==> src/rtl/seq_launcher.sv <==
// seq_launcher: host-side driver for the control-word sequencer.
// Issues a start pulse, paced continue strobes, and watches for ack/end.
module seq_launcher #(
    parameter int STEP_W  = 8,
    parameter int TO_W    = 8,
    parameter int TIMEOUT = 64
) (
    input  logic              clk,
    input  logic              reset,
    input  logic              cmd_valid,
    output logic              cmd_ready,
    input  logic [STEP_W-1:0] cmd_steps,
    input  logic              abort,
    input  logic              step_en,
    input  logic              seq_ready,
    output logic              seq_start,
    output logic              seq_continue,
    output logic              busy,
    output logic              done,
    output logic [1:0]        status,
    output logic [STEP_W-1:0] steps_issued
);

    typedef enum logic [2:0] {
        S_IDLE,
        S_START,
        S_ACK,
        S_RUN,
        S_DRAIN,
        S_DONE
    } state_t;

    localparam logic [1:0] ST_OK    = 2'b00;
    localparam logic [1:0] ST_EARLY = 2'b01;
    localparam logic [1:0] ST_TMO   = 2'b10;
    localparam logic [1:0] ST_ABORT = 2'b11;

    localparam logic [TO_W-1:0] TO_LAST = TO_W'(TIMEOUT - 1);

    state_t            r_state;
    state_t            w_next;
    logic              r_cmd_ready;
    logic              r_start;
    logic              r_cont;
    logic              r_busy;
    logic              r_done;
    logic [1:0]        r_status;
    logic [STEP_W-1:0] r_issued;
    logic [STEP_W-1:0] r_left;
    logic [TO_W-1:0]   r_to_cnt;

    logic              w_accept;
    logic              w_abort;
    logic              w_timeout;
    logic              w_cont_nxt;
    logic [1:0]        w_status_nxt;
    logic [STEP_W-1:0] w_issued_nxt;
    logic [STEP_W-1:0] w_left_nxt;
    logic [TO_W-1:0]   w_to_nxt;

    // abort is meaningless once idle or already finishing the run
    assign w_accept  = (r_state == S_IDLE) && cmd_valid;
    assign w_abort   = abort && (r_state != S_IDLE) && (r_state != S_DONE);
    assign w_timeout = (r_to_cnt == TO_LAST);

    assign cmd_ready    = r_cmd_ready;
    assign seq_start    = r_start;
    assign seq_continue = r_cont;
    assign busy         = r_busy;
    assign done         = r_done;
    assign status       = r_status;
    assign steps_issued = r_issued;

    // state, counters and all outputs are registered here
    always_ff @(posedge clk) begin
        if (reset) begin
            r_state     <= S_IDLE;
            r_cmd_ready <= 1'b1;
            r_start     <= 1'b0;
            r_cont      <= 1'b0;
            r_busy      <= 1'b0;
            r_done      <= 1'b0;
            r_status    <= ST_OK;
            r_issued    <= '0;
            r_left      <= '0;
            r_to_cnt    <= '0;
        end else begin
            r_state     <= w_next;
            r_cmd_ready <= (w_next == S_IDLE);
            r_start     <= (w_next == S_START);
            r_cont      <= w_cont_nxt;
            r_busy      <= (w_next != S_IDLE);
            r_done      <= (w_next == S_DONE);
            r_status    <= w_status_nxt;
            r_issued    <= w_issued_nxt;
            r_left      <= w_left_nxt;
            r_to_cnt    <= w_to_nxt;
        end
    end

    // next-state: abort overrides every other transition
    always_comb begin
        w_next = r_state;
        case (r_state)
            S_IDLE: begin
                if (cmd_valid) w_next = S_START;
            end
            S_START: w_next = S_ACK;
            S_ACK: begin
                if (!seq_ready) begin
                    w_next = (r_left != '0) ? S_RUN : S_DRAIN;
                end else if (w_timeout) begin
                    w_next = S_DONE;
                end
            end
            S_RUN: begin
                if (seq_ready) begin
                    w_next = S_DONE;
                end else if (step_en && (r_left == STEP_W'(1))) begin
                    w_next = S_DRAIN;
                end
            end
            S_DRAIN: begin
                if (seq_ready || w_timeout) w_next = S_DONE;
            end
            S_DONE:  w_next = S_IDLE;
            default: w_next = S_IDLE;
        endcase
        if (w_abort) w_next = S_DONE;
    end

    // next values of the continue strobe, counters and run status
    always_comb begin
        w_status_nxt = r_status;
        w_issued_nxt = r_issued;
        w_left_nxt   = r_left;
        w_to_nxt     = r_to_cnt;
        w_cont_nxt   = (r_state == S_RUN) && step_en
                       && !seq_ready && !w_abort;
        if (w_accept) begin
            w_left_nxt   = cmd_steps;
            w_issued_nxt = '0;
            w_status_nxt = ST_OK;
        end
        if (w_cont_nxt) begin
            w_left_nxt = r_left - 1'b1;
            if (r_issued != '1) w_issued_nxt = r_issued + 1'b1;
        end
        if (w_next != r_state) begin
            w_to_nxt = '0;
        end else if ((r_state == S_ACK || r_state == S_DRAIN)
                     && (r_to_cnt != '1)) begin
            w_to_nxt = r_to_cnt + 1'b1;
        end
        case (r_state)
            S_ACK: begin
                if (seq_ready && w_timeout) w_status_nxt = ST_TMO;
            end
            S_RUN: begin
                if (seq_ready) w_status_nxt = ST_EARLY;
            end
            S_DRAIN: begin
                if (!seq_ready && w_timeout) w_status_nxt = ST_TMO;
            end
            default: ;
        endcase
        if (w_abort) w_status_nxt = ST_ABORT;
    end

endmodule

==> config.mk <==
export PLATFORM = sky130hd
export DESIGN_NAME = seq_launcher
export DESIGN_NICKNAME = d
export VERILOG_FILES = /design/src/rtl/seq_launcher.sv
export SDC_FILE = /design/constraint.sdc
export NUM_CORES = 1
export LEC_CHECK = 0
export CORE_MARGIN = 3
export CORE_UTILIZATION = 49
export DETAILED_ROUTE_END_ITERATION = 10
export GPL_ROUTABILITY_DRIVEN = 0
export PLACE_DENSITY = 0.76
export SYNTH_ARGS = -nofsm -noshare
export SYNTH_HDL_FRONTEND = slang
export SYNTH_SLANG_ARGS = --single-unit
export TNS_END_PERCENT = 50
==> constraint.sdc <==
create_clock -name clk -period 2.1 [get_ports clk]
set_input_delay 0.21 -clock clk [delete_from_list [all_inputs] [get_ports clk]]
set_output_delay 0.21 -clock clk [all_outputs]
set_load 0.03 [all_outputs]
==> impl_metrics.py, run 1 <==
metrics = {
    "power_and_ir_drop": {
        "peakVddDrop_v": 0.0006162,
        "power_leakage_nw": 1.047,
        "total_power_w": 0.002052,
        "switching_share_pct": 32.84,
        "p_per_area_mw_per_mm2": 755.8,
        "p_int_w": 0.001378,
        "power_frac_clock_pct": 29.0,
        "comb_power_share_pct": 35.1,
        "p_sw_w": 0.0006739,
        "seqPwrFrac_pct": 35.8,
    },
    "layout": {
        "seq_area_um2": 683.2,
        "drive_above_1_share_pct": 22.11,
        "syn_to_final_growth_pct": 36.56,
        "design_area_mm2": 0.002715,
        "insertedDiodeCount": 0,
        "multi_input_area_mm2": 0.001274,
        "num-fill-cells": 306,
        "final_cells": 351,
        "layout.nets": 321,
    },
    "logic_synthesis": {
        "syn_inst": 240,
        "async_flop_share_pct": 0,
        "synthAdderAreaFrac_pct": 3.147,
        "yosysTopAreaCellShare_pct": 34.24,
        "synthSimpleGateAreaFrac_pct": 26.49,
        "ys_seq_area_share_pct": 34.24,
        "ys_types": 55,
        "synth_top_flop_cell": "dfxtp_1",
        "yosys_register_bits": 34,
        "synth_area_leaders": "dfxtp_1 34%, a21oi_1 7.3%, nor2_1 6.2%",
        "synth_nets": 259,
        "synth.mux.area_fraction_pct": 1.510,
        "yosysWarningCount": 0,
        "synth-xor-area-share_pct": 1.762,
        "syn_area_per_cell_um2": 8.284,
        "synth_compound_area_share_pct": 29.58,
        "synth_top_family_by_area": "compound AO/OA/AOI/OAI gates",
        "synth_edf_count": 0,
        "synth.largest_area_cell": "dfxtp_1",
        "syn_area_mm2": 0.001988,
    },
    "hold_path": {
        "holdCritPathClass": "reg -> reg",
        "hold_depth": 2,
    },
    "worst_setup_path": {
        "crit_type": "reg -> reg",
        "r2r_cells": 7,
        "cp_max_fo": 8,
        "required_ps": 2320,
        "crit_arrival_ps": 2340,
        "cp-start-kind": "register",
        "cp-end-kind": "register",
    },
    "routing": {
        "drt_iter0_drc": 220,
        "ant_nets": 0,
        "drt_first_pass_iters": 5,
        "wl_mm": 5.110,
        "post_drt_wl_per_cell_um": 14.56,
        "vias_per_cell": 5.832,
        "drcViolationCount": 0,
        "vias": 2047,
    },
    "sta": {
        "tightest_slew_ps": 472.3,
        "timing.final.ws_setup_ps": -17.40,
        "setup_viol": 1,
        "final.setup.tns_ps": -17.40,
        "drv_slew": 0,
        "relSlewSlack_pct": 68.37,
        "rsz0062_at_grt": "yes",
        "max_freq_ghz": 0.4723,
        "period_needed_ps": 2117,
        "skew_ps": 8.541,
        "finalCritPeriodShare_pct": 100.8,
        "finalHoldViolations": 0,
    },
    "clock_network": {
        "clk_path_buf_depth": 2,
        "clkLatencyLatePin_ps": 290,
        "cts_tree": "built",
        "cts_root_buf": "clkbuf_8",
        "clkTransAtPathRegs_ps": 80,
        "cts-buffers-inserted": 5,
        "cts_max_level": 2,
        "cts_hold_buf": 0,
        "clock-sinks": 34,
    },
    "floorplan": {
        "fp.dieArea_mm2": 0.004858,
        "die_w_um": 69.70,
        "coreArea_mm2": 0.003799,
        "std_cell_rows": 22,
        "pin_count": 29,
        "die_h_um": 69.70,
        "start_util_pct": 52.34,
    },
    "grt": {
        "grt_max_degree": 19,
        "antenna_found_initial": 0,
        "grt_pass1_vias": 1903,
        "gr-usage-all-layers_pct": 21.29,
        "overflow": 0,
        "grt_pass1_wl_mm": 8.645,
    },
    "placement": {
        "placed_cells": 342,
        "portBuffers": 28,
        "dp_hpwl_mm": 3.630,
        "post_dp_cell_area_mm2": 0.002560,
        "dp_slack_ps": -38.61,
    },
    "status": {
        "status": "complete, but fails checks",
        "violations": "setup timing",
    },
    "run": {
        "max-cap-violations": 0,
    },
}
-- power by group through the flow --
stage          logic (W)  registers, W  clock network [W]
3_5_place_dp    0.000677      0.000747                  0
4_1_cts         0.000690      0.000732           0.000601
5_1_grt         0.000781      0.000742           0.000637
6_report        0.000721      0.000736           0.000596
2_1_floorplan   0.000384      0.000790                  0
3_3_place_gp    0.000669      0.000745                  0
-- sequential cells by signal (all words and copies together), names as in the netlist --
register / flops
r_left: 8
r_to_cnt: 8
status: 2
done: 1
cmd_ready: 1
busy: 1
steps_issued: 8
seq_continue: 1
r_state: 3
seq_start: 1
-- layout by cell type (no fill, tap or decap), types with 4 or more instances in the layout --
| cell | n |
|---|---|
| and3_1 | 6 |
| inv_1 | 8 |
| clkdlybuf4s50_1 | 28 |
| nand2_1 | 13 |
| nand4_1 | 4 |
| nand3_1 | 6 |
| nor2_1 | 33 |
| nor3_1 | 6 |
| a31oi_1 | 6 |
| buf_4 | 34 |
| nand2b_1 | 7 |
| dfxtp_1 | 32 |
| nand3b_1 | 6 |
| clkbuf_8 | 5 |
| a21oi_1 | 29 |
| o21ai_0 | 7 |
-- cell type report --
class	count	share of cell area, %
tap	48	2.212
multi-input combinational	189	46.91
clock inverter	3	1.475
clock buffer	5	2.535
sequential	34	25.16
timing repair buffer	63	20.46
inverter	9	1.244
-- per-layer routing --
layer | GRT usage [%] | share of wire, % | vias to the layer above
met3 | 4.348 | 4.7 | 5
met1 | 27.56 | 47 | 957
li1 | - | - | 1020
met5 | 0 | 0 | -
met2 | 36.23 | 48 | 65
met4 | 5.106 | 0.70 | 0
-- Yosys cell counts (3+ instances only) --
cell type / number
o21ba_2: 3
o21ai_0: 7
a32oi_1: 3
and3_1: 7
nand4_1: 4
clkbuf_1: 6
nand3b_1: 6
nand3_1: 7
nor2_1: 33
nor3_1: 6
a31oi_1: 6
dfxtp_1: 34
nor2b_1: 3
ha_1: 5
inv_1: 9
mux2i_1: 3
nand2b_1: 7
a21oi_1: 29
nand2_1: 13
-- critical path, stage by stage, from the launching register on --
cell       delay, ps
dfxtp_1          310
or4_4            560
a2111oi_4        280
o32ai_4          160
buf_12           150
a2111oi_4        250
o21ai_4          150
nor3_2           190
-- cell families after synthesis --
| group | after synthesis |
|---|---|
| AO/OA/AOI/OAI | 77 |
| XOR/XNOR | 4 |
| adder cells (fa/ha/maj) | 5 |
| buffers and inverters | 17 |
| flip-flops | 34 |
| multiplexers | 3 |
| AND/OR/NAND/NOR | 100 |
-- per-stage QoR --
step / util [%] / hold WS (ps)
finish: 71.48 / 476.5
detailed placement: 67.39 / 467.8
floorplan: - / 287.7
CTS: 70.69 / 476.2
global route: 71.48 / 516.6
global placement: 67.39 / 462.4
-- repair_timing --
item	CTS	global route
resized for setup	2	5
pin swaps	2	6
endpoints found under the setup margin	8	10
buffers inserted	0	1
-- final timing paths --
path / end / slack, ps / from
setup / recovery: r_to_cnt[5] / -20 / r_left[2]
hold / removal: r_left[7] / 480 / r_left[7]
setup reg to reg: r_to_cnt[5] / -20 / r_left[2]
hold reg to reg: r_left[7] / 480 / r_left[7]
Power figures use the tool's default switching activity.
==> run 2: changes to the inputs <==
--- a/config.mk
+++ b/config.mk
@@ -5,6 +5,7 @@
 export SDC_FILE = /design/constraint.sdc
 export NUM_CORES = 1
 export LEC_CHECK = 0
+export ABC_AREA = 1
 export CORE_MARGIN = 3
 export CORE_UTILIZATION = 49
 export DETAILED_ROUTE_END_ITERATION = 10
==> impl_metrics.py, run 2 <==
metrics = {
    "placement": {
        "placed_cells": 355,
        "dp_slack_ps": 177.2,
        "dp_hpwl_mm": 3.162,
        "portBuffers": 28,
    },
    "run": {
        "max-cap-violations": 0,
    },
    "grt": {
        "antenna_found_initial": 0,
        "grt_pass1_wl_mm": 7.728,
        "grt_max_degree": 20,
        "overflow": 0,
        "grt_pass1_vias": 1796,
        "gr-usage-all-layers_pct": 19.12,
    },
    "logic_synthesis": {
        "syn_inst": 281,
        "async_flop_share_pct": 0,
        "syn_area_per_cell_um2": 7.106,
        "ys_types": 35,
        "yosysTopAreaCellShare_pct": 34.09,
        "synth_commonest_cells": "66 x nand2_1, 39 x nor2_1, 34 x dfxtp_1",
        "synth.most_common_cell": "nand2_1",
        "ys_seq_area_share_pct": 34.09,
        "synth_nets": 300,
        "yosysWarningCount": 0,
        "synth_edf_count": 0,
        "synth_top_flop_cell": "dfxtp_1",
        "synth.largest_area_cell": "dfxtp_1",
        "yosys_register_bits": 34,
        "syn_area_mm2": 0.001997,
        "synth_area_leaders": "dfxtp_1 34%, nand2_1 12%, nor2_1 7.3%",
    },
    "clock_network": {
        "cts_resized": 0,
        "cts-buffers-inserted": 5,
        "clk_path_buf_depth": 2,
        "cts_root_buf": "clkbuf_8",
        "clock-sinks": 34,
        "clkTransAtPathRegs_ps": 70,
        "postCtsSetupBuffers": 0,
        "clkLatencyLatePin_ps": 290,
        "cts_tree": "built",
        "cts_max_level": 2,
        "cts_hold_buf": 0,
    },
    "sta": {
        "drv_slew": 0,
        "relSlewSlack_pct": 69.48,
        "timing.final.ws_setup_ps": 268.0,
        "tightest_slew_ps": 454.3,
        "finalHoldViolations": 0,
        "period_needed_ps": 1832,
        "max_freq_ghz": 0.5458,
        "setup_viol": 0,
        "skew_ps": 2.006,
        "rsz0062_at_grt": "no",
        "final.setup.tns_ps": 0,
        "finalCritPeriodShare_pct": 87.24,
    },
    "worst_setup_path": {
        "cp-start-kind": "register",
        "required_ps": 2280,
        "cp-end-kind": "register",
        "crit_chain": "ha_1 > nand3_1 > nor3_1 > nand2_1 > o21ai_2 > inv_2 > o21ai_0 > a21oi_1",
        "crit_arrival_ps": 2010,
        "worst_path_max_delay_cell": "dfxtp_1",
        "cp_max_fo": 7,
        "crit_type": "reg -> reg",
        "cpPeakStageDelay_ps": 420,
    },
    "routing": {
        "ant_nets": 0,
        "drt_first_pass_iters": 4,
        "post_drt_wl_per_cell_um": 11.75,
        "vias": 1795,
        "wl_mm": 4.265,
        "drcViolationCount": 0,
        "drt_iter0_drc": 87,
        "vias_per_cell": 4.945,
    },
    "hold_path": {
        "holdCritPathClass": "reg -> reg",
    },
    "layout": {
        "layout.nets": 333,
        "insertedDiodeCount": 0,
        "num-fill-cells": 341,
        "most-common-layout-cells": "66 x nand2_1, 39 x nor2_1, 34 x dfxtp_1",
        "drive_above_1_share_pct": 14.60,
        "syn_to_final_growth_pct": 21.30,
        "final_cells": 363,
        "final_common_cell": "nand2_1",
    },
    "status": {
        "status": "completed",
    },
    "floorplan": {
        "fp.dieArea_mm2": 0.004878,
        "die_w_um": 69.84,
        "coreArea_mm2": 0.003799,
        "pin_count": 29,
        "start_util_pct": 52.57,
        "die_h_um": 69.84,
        "std_cell_rows": 22,
    },
    "power_and_ir_drop": {
        "power_leakage_nw": 1.023,
        "peakVddDrop_v": 0.0008018,
        "p_per_area_mw_per_mm2": 978.7,
    },
}
run 2: cell count changes in the layout (fill, tap and decap cells not counted), moves of 6 or more:
| cell | before | now |
|---|---|---|
| inv_2 | 1 | 8 |
| a21oi_1 | 29 | 17 |
| and3_1 | 6 | 0 |
| inv_1 | 8 | 27 |
| nor2_1 | 33 | 39 |
| nand2b_1 | 7 | 0 |
| buf_4 | 34 | 3 |
| xor2_1 | 2 | 10 |
| nand2_1 | 13 | 66 |
| nand3_1 | 6 | 19 |
run 2: routing by layer:
metal  global-route usage (%)  routed length (µm)
met1                    24.25                2066
met2                    30.75                2011
met3                    5.942                 165
met4                    6.170                  21
met5                        0                   0
run 2: area by class of cell:
type	instances	area [µm²]	area share, %
Inverter	36	137.6	5.682
Tap cell	48	60.06	2.479
Timing Repair Buffer	31	302.8	12.50
Multi-Input combinational cell	206	1132	46.75
Clock inverter	3	40.04	1.653
Clock buffer	5	68.82	2.841
Sequential cell	34	680.7	28.10
run 2: cells by family (layout without fill, tap and decap cells):
| family | after synthesis | after routing | synth area share (%) |
|---|---|---|---|
| simple gates | 152 | 152 | 36.78 |
| buf+inv | 41 | 75 | 9.211 |
| compound gates | 38 | 38 | 11.97 |
| flops | 34 | 34 | 34.09 |
| xor+xnor | 11 | 11 | 4.824 |
| fa+ha+maj | 5 | 5 | 3.133 |
run 2: worst max-delay path, delay by kind of cell (launching register included):
kind / cells / cell delay, ps
AND/OR/NAND/NOR: 3 / 430
AO/OA/AOI/OAI: 3 / 520
buffers and inverters: 1 / 140
adder cells (fa/ha/maj): 1 / 220
flip-flops: 1 / 420
run 2: through the flow:
step / cell area [µm²] / power, W / utilization [%] / hold WS [ps]
after global routing: 2422 / 0.002539 / 63.77 / 517.2
after global placement: 2313 / 0.001779 / 60.90 / 472.0
after detailed placement: 2313 / 0.001789 / 60.90 / 479.0
after floorplan: 1997 / 0.001559 / - / 345.7
final: 2422 / 0.002371 / 63.77 / 489.4
after CTS: 2422 / 0.002385 / 63.77 / 493.2
run 2: power by group:
group	switching (W)	internal, W
Clock	0.000241	0.000349
Sequential	0.0000793	0.000735
Combinational	0.000616	0.000350
Total	0.000937	0.00143
run 2: worst paths after layout:
check,slack [ps],to,start,cells past startpoint
setup reg to reg,270,steps_issued[7],steps_issued[0],8
hold / removal,490,steps_issued[7],steps_issued[7],2
hold reg to reg,490,steps_issued[7],steps_issued[7],2
setup / recovery,270,steps_issued[7],steps_issued[0],8
==> run 3: changes to the inputs <==
--- a/config.mk
+++ b/config.mk
@@ -11,6 +11,7 @@
 export DETAILED_ROUTE_END_ITERATION = 10
 export GPL_ROUTABILITY_DRIVEN = 0
 export PLACE_DENSITY = 0.76
+export SETUP_SLACK_MARGIN = 0.4
 export SYNTH_ARGS = -nofsm -noshare
 export SYNTH_HDL_FRONTEND = slang
 export SYNTH_SLANG_ARGS = --single-unit
==> constraint.sdc (replaced) <==
create_clock -name clk -period 1.55 [get_ports clk]
set_input_delay 0.155 -clock clk [delete_from_list [all_inputs] [get_ports clk]]
set_output_delay 0.155 -clock clk [all_outputs]
set_load 0.03 [all_outputs]
==> impl_metrics.py, run 3 (synthesized netlist as in run 2, its figures left out) <==
metrics = {
    "routing": {
        "top_layer_used": "met4",
        "ant_nets": 0,
        "vias_per_cell": 5.420,
        "post_drt_wl_per_cell_um": 16.20,
        "wl_met3_um": 257,
        "drcViolationCount": 0,
        "drt_first_pass_iters": 4,
        "wl_met1_mm": 2.735,
        "drt_iter0_drc": 120,
        "wl_mm": 6.755,
        "vias": 2260,
        "dr_wl_met2_mm": 3.501,
    },
    "placement": {
        "dp_slack_ps": -222.2,
        "placed_cells": 390,
        "post_dp_cell_area_mm2": 0.002660,
        "dp_hpwl_mm": 3.731,
        "portBuffers": 28,
    },
    "layout": {
        "most-common-layout-cells": "44 x nand2_1, 44 x buf_4, 25 x nor2_1",
        "design_area_mm2": 0.003291,
        "layout.nets": 387,
        "syn_to_final_growth_pct": 64.79,
        "final_cells": 417,
        "insertedDiodeCount": 0,
        "drive_above_1_share_pct": 51.49,
    },
    "sta": {
        "tightest_slew_ps": 319.9,
        "finalHoldViolations": 0,
        "timing.final.ws_setup_ps": -219.5,
        "max_freq_ghz": 0.5651,
        "skew_ps": 5.647,
        "setup_viol": 18,
        "relSlewSlack_pct": 78.64,
        "drv_slew": 0,
        "rsz0062_at_grt": "yes",
        "period_needed_ps": 1769,
        "finalCritPeriodShare_pct": 114.2,
    },
    "clock_network": {
        "cts_max_level": 2,
        "clock-sinks": 34,
        "cts_tree": "built",
        "cts_hold_buf": 0,
        "clkLatencyLatePin_ps": 290,
        "cts_root_buf": "clkbuf_8",
        "cts-buffers-inserted": 5,
        "clk_path_buf_depth": 2,
        "clkTransAtPathRegs_ps": 80,
    },
    "power_and_ir_drop": {
        "power_leakage_nw": 1.531,
        "peakVddDrop_v": 0.0008463,
        "p_per_area_mw_per_mm2": 1305,
    },
    "floorplan": {
        "start_util_pct": 52.57,
        "std_cell_rows": 22,
        "die_w_um": 69.84,
        "coreArea_mm2": 0.003799,
        "pin_count": 29,
        "die_h_um": 69.84,
        "fp.dieArea_mm2": 0.004878,
    },
    "status": {
        "status": "complete, but fails checks",
        "violations": "setup timing",
    },
    "worst_setup_path": {
        "cp_max_fo": 8,
        "cp-end-kind": "register",
        "crit_arrival_ps": 1990,
        "required_ps": 1770,
        "crit_type": "reg -> reg",
        "cp-start-kind": "register",
    },
    "grt": {
        "antenna_found_initial": 0,
        "grt_max_degree": 20,
        "grt_pass1_wl_mm": 9.066,
        "overflow": 0,
        "gr-usage-all-layers_pct": 22.84,
        "grt_pass1_vias": 2035,
    },
    "hold_path": {
        "holdCritPathClass": "reg -> reg",
    },
    "run": {
        "max-cap-violations": 0,
    },
}
-- run 3: changes by cell type in the layout (fill, tap and decap cells not counted), sizes merged --
cell / delta
buf: +56
clkdlybuf4s50: -15
dlymetal6s2s: +9
inv: +3
clkbuf: +2
clkinv: -2
clkdlybuf4s15: +1
-- run 3: final cells by class --
cell class | count | area (µm²)
inverter | 36 | 157.7
sequential | 34 | 715.7
clock inverter | 3 | 42.54
timing repair inverter | 1 | 8.758
timing repair buffer | 84 | 758.2
multi-input combinational | 206 | 1479
clock buffer | 5 | 68.82
tap | 48 | 60.06
fill | 186 | 508.0
-- run 3: metrics by stage --
step	total power, W	hold WS (ps)	TNS [ps]	utilization (%)
finish	0.004293	492.3	-2190	86.63
floorplan	0.002152	290.5	0	-
global placement	0.002735	471.6	-2975	70.03
global route	0.004506	511.1	-4318	86.63
CTS	0.003854	451.0	-307.2	78.10
detailed placement	0.002769	475.9	-3733	70.03
-- run 3: worst max-delay path: stages (launching register included) --
cell	delay (ps)
dfxtp_2	340
inv_4	80
buf_4	120
ha_4	120
nand2_2	60
o21ai_4	170
nand2_2	80
nand2_2	80
nand2_2	80
nand3_2	70
nand2_2	50
nor2_2	140
nand3_4	150
nor2_2	160
-- run 3: final timing paths --
| check | from | end | slack [ps] | depth (start not counted) |
|---|---|---|---|---|
| worst min-delay path | steps_issued[7] | steps_issued[7] | 490 | 2 |
| worst max register to register | r_left[1] | r_to_cnt[1] | -220 | 13 |
| worst min register to register | steps_issued[7] | steps_issued[7] | 490 | 2 |
| worst max-delay path | r_left[1] | r_to_cnt[1] | -220 | 13 |
-- run 3: per-layer routing --
metal  GRT usage, %  up-vias
met5              0        -
met1          26.21     1086
met2          42.29       71
met4          6.596        0
li1               -     1076
met3          4.493       27
-- run 3: what timing repair did --
item / in CTS / in global routing
gates resized for setup: 66 / 80
cloned: 1 / 0
pin swaps: 18 / 31
buffers inserted: 8 / 10
setup endpoints to repair: 48 / 45
-- run 3: power by group --
group	internal [W]	leakage, nW	switching [W]
clock	0.000481	0.0590	0.000354
combinational	0.000996	1.19	0.00132
sequential	0.00101	0.286	0.000130
